[src/rtl/hazard_scoreboard.sv]
// Hazard unit for the five-stage pipeline: forwarding, load-use/branch stalls, mul/div scoreboard, stall counter.
// Stall/flush/forward outputs are combinational; scoreboard and counter state update on the rising clock edge.
module hazard_scoreboard #(
    parameter int REG_W   = 5,
    parameter int MUL_LAT = 4,
    parameter int DIV_LAT = 32,
    parameter int CNT_W   = 32
) (
    input  logic             clk,
    input  logic             reset,
    input  logic [REG_W-1:0] rs_d,
    input  logic [REG_W-1:0] rt_d,
    input  logic [REG_W-1:0] reg_write_addr_d,
    input  logic             reg_we_d,
    input  logic [1:0]       branch_d,
    input  logic [1:0]       jump_d,
    input  logic             md_op_d,
    input  logic [REG_W-1:0] rs_e,
    input  logic [REG_W-1:0] rt_e,
    input  logic [REG_W-1:0] reg_write_addr_e,
    input  logic             sel_reg_write_data_e,
    input  logic             reg_we_e,
    input  logic             md_issue_e,
    input  logic             md_div_e,
    input  logic [REG_W-1:0] reg_write_addr_m,
    input  logic             sel_reg_write_data_m,
    input  logic             reg_we_m,
    input  logic [REG_W-1:0] reg_write_addr_w,
    input  logic             reg_we_w,
    input  logic             predict_miss,
    output logic             stall_f,
    output logic             stall_d,
    output logic             flush_d,
    output logic             flush_e,
    output logic             forward_a_d,
    output logic             forward_b_d,
    output logic [1:0]       forward_a_e,
    output logic [1:0]       forward_b_e,
    output logic             md_busy,
    output logic             md_wb_valid,
    output logic [REG_W-1:0] md_wb_addr,
    output logic [CNT_W-1:0] stall_cycles
);

    localparam int MAX_LAT = (DIV_LAT > MUL_LAT) ? DIV_LAT : MUL_LAT;
    localparam int CW      = $clog2(MAX_LAT) + 1;
    localparam logic [CW-1:0] MUL_LOAD = CW'(MUL_LAT - 2);
    localparam logic [CW-1:0] DIV_LOAD = CW'(DIV_LAT - 2);

    typedef enum logic [1:0] {IDLE, BUSY, WB} md_state_t;

    md_state_t        state, state_nxt;
    logic [REG_W-1:0] pend_dest, dest_nxt;
    logic [CW-1:0]    cnt, cnt_nxt;

    logic lw_stall, branch_stall, md_raw_stall, md_waw_stall, md_struct_stall;

    // Register 0 is hard-wired, so it never creates a dependency.
    function automatic logic reg_match(input logic [REG_W-1:0] a, input logic [REG_W-1:0] b);
        return (a != '0) && (a == b);
    endfunction

    function automatic logic md_hit(input logic [REG_W-1:0] r, input logic busy,
                                    input logic [REG_W-1:0] dest, input logic issue,
                                    input logic [REG_W-1:0] issue_dest);
        return (busy && reg_match(r, dest)) || (issue && reg_match(r, issue_dest));
    endfunction

    always_comb begin
        forward_a_e = 2'b00;
        if (reg_we_m && reg_match(rs_e, reg_write_addr_m))
            forward_a_e = 2'b10;
        else if (reg_we_w && reg_match(rs_e, reg_write_addr_w))
            forward_a_e = 2'b01;
    end

    always_comb begin
        forward_b_e = 2'b00;
        if (reg_we_m && reg_match(rt_e, reg_write_addr_m))
            forward_b_e = 2'b10;
        else if (reg_we_w && reg_match(rt_e, reg_write_addr_w))
            forward_b_e = 2'b01;
    end

    assign forward_a_d = reg_we_m && reg_match(rs_d, reg_write_addr_m);
    assign forward_b_d = reg_we_m && reg_match(rt_d, reg_write_addr_m);

    assign lw_stall = sel_reg_write_data_e &&
                      (reg_match(rs_d, reg_write_addr_e) || reg_match(rt_d, reg_write_addr_e));

    assign branch_stall = ((branch_d != 2'b00) || jump_d[1]) &&
        ((reg_we_e && (reg_match(rs_d, reg_write_addr_e) || reg_match(rt_d, reg_write_addr_e))) ||
         (sel_reg_write_data_m &&
          (reg_match(rs_d, reg_write_addr_m) || reg_match(rt_d, reg_write_addr_m))));

    assign md_busy    = (state != IDLE);
    assign md_wb_addr = pend_dest;

    assign md_raw_stall = md_hit(rs_d, md_busy, pend_dest, md_issue_e, reg_write_addr_e) ||
                          md_hit(rt_d, md_busy, pend_dest, md_issue_e, reg_write_addr_e);
    assign md_waw_stall = reg_we_d &&
                          md_hit(reg_write_addr_d, md_busy, pend_dest, md_issue_e, reg_write_addr_e);
    assign md_struct_stall = md_op_d && (md_busy || md_issue_e);

    assign stall_d = lw_stall | branch_stall | md_raw_stall | md_waw_stall | md_struct_stall;
    assign stall_f = stall_d;
    assign flush_e = stall_d | predict_miss;
    assign flush_d = predict_miss | (jump_d != 2'b00);

    always_ff @(posedge clk or posedge reset) begin
        if (reset) begin
            state     <= IDLE;
            pend_dest <= '0;
            cnt       <= '0;
        end else begin
            state     <= state_nxt;
            pend_dest <= dest_nxt;
            cnt       <= cnt_nxt;
        end
    end

    // The W stage owns the write port; a waiting result simply holds in WB.
    always_comb begin
        state_nxt   = state;
        dest_nxt    = pend_dest;
        cnt_nxt     = cnt;
        md_wb_valid = 1'b0;
        case (state)
            IDLE: begin
                if (md_issue_e) begin
                    state_nxt = BUSY;
                    dest_nxt  = reg_write_addr_e;
                    cnt_nxt   = md_div_e ? DIV_LOAD : MUL_LOAD;
                end
            end
            BUSY: begin
                if (cnt == '0)
                    state_nxt = WB;
                else
                    cnt_nxt = cnt - 1'b1;
            end
            WB: begin
                md_wb_valid = !reg_we_w;
                if (!reg_we_w)
                    state_nxt = IDLE;
            end
            default: state_nxt = IDLE;
        endcase
    end

    always_ff @(posedge clk or posedge reset) begin
        if (reset)
            stall_cycles <= '0;
        else if (stall_d && (stall_cycles != '1))
            stall_cycles <= stall_cycles + 1'b1;
    end

endmodule

[config.mk]
export PLATFORM = sky130hd
export DESIGN_NAME = hazard_scoreboard
export DESIGN_NICKNAME = d
export VERILOG_FILES = /design/src/rtl/hazard_scoreboard.sv
export SDC_FILE = /design/constraint.sdc
export NUM_CORES = 1
export LEC_CHECK = 0
export ABC_AREA = 1
export CAP_MARGIN = 20
export CORE_MARGIN = 3
export CORE_UTILIZATION = 45
export CTS_CLUSTER_DIAMETER = 150
export DETAILED_ROUTE_END_ITERATION = 10
export PLACE_DENSITY = 0.72
export REMOVE_ABC_BUFFERS = 1
export SLEW_MARGIN = 0
export SYNTH_ARGS = -nofsm -noshare
export SYNTH_HDL_FRONTEND = slang
export SYNTH_SLANG_ARGS = --single-unit
[constraint.sdc]
create_clock -name clk -period 4.5 [get_ports clk]
set_input_delay 1.35 -clock clk [delete_from_list [all_inputs] [get_ports clk]]
set_output_delay 1.35 -clock clk [all_outputs]
set_load 0.005 [all_outputs]
==> metrics.md <==
| Metric | Value |
|---|---|
| Crit start category | input pin |
| Clock sink count | 45 |
| Core Rows | 32 |
| DP HPWL | 9870 microns |
| Core area | 0.00789 sq mm |
| Yosys warning count | 0 |
| Register area share after synthesis | 0.300 |
| Status | finished clean |
| Largest area contributor in the netlist | dfrtp_1 |
| First-pass GRT wire length | 21,000 microns |
| Layout cells sized above 1 | 0.0817 |
| Most frequent CP cell | nand2_1 |
| DIE WIDTH | 97.3 microns |
| Syn avg cell area | 6.47 sq um |
| Seq cells post-synth | 45 |
| Finished Cell Area | 0.00520 sq mm |
| First-pass detailed-route iteration total | 5 |
| Clock skew | 6.33 ps |
| Max frequency | 224 MHz |
| Most common library cells after synthesis | nand2_1, inv_1, nor2_1 |
| Max-slew headroom | 0.364 |
| Top cell type's share of synthesized area | 0.300 |
| Arr. time, crit path | 3110 ps |
| Non-filler cells, final | 812 |
| Reg clk slew, reported paths | 90 ps |
| DRT antenna net count | 0 |
| Clk_lat worst skew | 310 ps |
| Critical-path top delay cell | clkdlybuf4s50_1 |
| Final hold vios | 0 |
| Final Wtd Congestion | 0.917 |
| Synth async-reset ratio | 1.00 |
| CTS H-Tree Depth | 2 |
| Delay-heaviest family, CP | simple AND/OR/NAND/NOR gates |
| Leak | 2.59 nW |
| Crit path required time | 3150 ps |
| GR Overflow Total | 0 |
| Slowest stage delay, CP | 460 ps |
| Port bufs | 104 |
| CTS Buf Count | 5 |
| Dpl cells | 804 |
| Drt initial violations | 253 |
| Post-synth top flop | dfrtp_1 |
| Drt wl/cell | 15.5 microns |
| Starting Density | 0.475 |
| Distinct cells, synth | 34 |
| DP Area | 0.00507 sq mm |
| Initial antenna violation count | 0 |
| Power per cell area | 313 mW/mm^2 |
| Peak VDD IR | 0.333 mV |
| Final period utilization | 0.990 |
| DRC violations left | 0 |
| Worst setup slack after placement | -148 ps |
| Area growth syn-to-layout | 38.7% |
| Synth area leaders | dfrtp_1, nand2_1, xor2_1 |
| Cts hold-fix bufs | 0 |
| Antenna diodes | 0 |
| Via count | 4,269 |
| Final Critical Period | 4460 ps |
| I/O pin cnt | 105 |
| Largest net degree at the start of global routing | 46 |
| Die area | 0.00946 sq mm |
| Setup crit end kind | output port |
| Crit path max fanout | 2 |
| Routed WL | 12,600 microns |
| Crit Path Category | input pin to output port |
| Number of synthesized flops with an enable pin | 0 |
| Vias in the first global route | 4,101 |
| Post-Syn Area | 0.00375 sq mm |
| Count leader, synth | nand2_1 |
| Vias per inst | 5.26 |
| Buf/Inv on CP | 2 |
| RSZ-0062 raised after global routing | yes |
| Gr usage total | 0.269 |
| Clock tree from TritonCTS | yes |
| Crit path cell chain | clkdlybuf4s50_1, or3_1, nand2_1, nand2_1, nand2_1, nand2_1, nor2_2, nand3_1, clkdlybuf4s50_1 |
| Setup bufs post-CTS | 0 |
| Final Max Slew Viols | 0 |
| Root buffer cell | clkbuf_8 |
| Post-route setup TNS | 0 ps |
| Final Net Count | 768 |
| Max clock buf depth | 2 |
| Final setup margin | 43.2 ps |
| Post-synthesis cell count | 579 |
| Worst hold-check path type | flip-flop to flip-flop |
| Final setup fails | 0 |
| Pwr Total | 1.63 mW |
| DIE HEIGHT | 97.3 microns |
| Slew @ Worst Pin | 953 ps |
| Max-cap violations | 0 |
registers in the layout, summed over array words and instances, names as in the netlist:
signal        cells
cnt               6
md_wb_addr        5
stall_cycles     32
state             2
worst paths after layout:
check	cells past startpoint	start	slack, ps	endpoint
max	9	branch_d[0]	40	flush_e
min in group asynchronous	2	reset	1580	cnt[4]
min reg2reg	2	cnt[5]	530	cnt[5]
min	2	cnt[5]	530	cnt[5]
max reg2reg	14	state[1]	1930	stall_cycles[5]
max in group asynchronous	2	reset	2330	stall_cycles[21]
report_power, final:
part           internal [mW]  switching, mW  leakage (nW)
registers              0.483          0.109         0.598
clock network          0.181          0.148        0.0585
logic                  0.313          0.396          1.93
total                  0.977          0.652          2.59
worst min-delay path, cell delays in order (launching register included):
cell and delay, ps:
dfrtp_1 330, inv_1 60, a21oi_1 110
metrics by stage:
stage                     utilization  hold slack, ps
after floorplan                     -             457
after CTS                       0.657             526
after detailed placement        0.642             504
after global routing            0.659             555
final                           0.659             535
after global placement          0.642             482
final cells by class:
class | count | area [sq um]
Sequential cell | 45 | 1130
Clock buffer | 7 | 86.3
Clock inverter | 1 | 30.0
Fill cell | 744 | 2690
Timing Repair Buffer | 134 | 1240
Tap cell | 102 | 128
Multi-Input combinational cell | 452 | 2320
Inverter | 71 | 267
cell families after synthesis:
kind of cell	count (synthesis)	share of synthesized area
buffers and inverters	82	0.0915
and+or+nand+nor	350	0.399
AOI/OAI and AO/OA	39	0.0594
DFF	45	0.300
adders and majority gates	3	0.0100
xor gates and xnor gates	60	0.140
routing by layer:
metal	track usage	vias up	share of wire
li1	-	2107	-
met1	0.386	2007	0.46
met2	0.433	142	0.46
met3	0.0452	13	0.066
met4	0.0490	0	0.011
met5	0	-	0
placed cells by master, fill, tap and decap left out, drive strengths merged, types with 2 or more instances in the layout:
| cell type | netlist | final |
|---|---|---|
| a2111oi | 2 | 2 |
| a21oi | 5 | 5 |
| a31oi | 3 | 3 |
| buf | 10 | 30 |
| clkbuf | 1 | 7 |
| clkdlybuf4s50 | 0 | 76 |
| dfrtp | 45 | 45 |
| dlygate4sd2 | 0 | 26 |
| dlymetal6s2s | 0 | 2 |
| ha | 3 | 3 |
| inv | 71 | 71 |
| nand2 | 198 | 198 |
| nand3 | 49 | 49 |
| nand4 | 10 | 10 |
| nor2 | 59 | 59 |
| nor3 | 23 | 23 |
| nor4 | 8 | 8 |
| o211ai | 2 | 2 |
| o21ai | 21 | 21 |
| o22ai | 3 | 3 |
| xnor2 | 25 | 25 |
| xor2 | 35 | 35 |
what timing repair did:
action                                  in CTS  in global routing
pin swaps                                    4                  2
endpoints found under the setup margin       8                  5
gates resized for setup                     39                  5
Power figures use the tool's default switching activity.
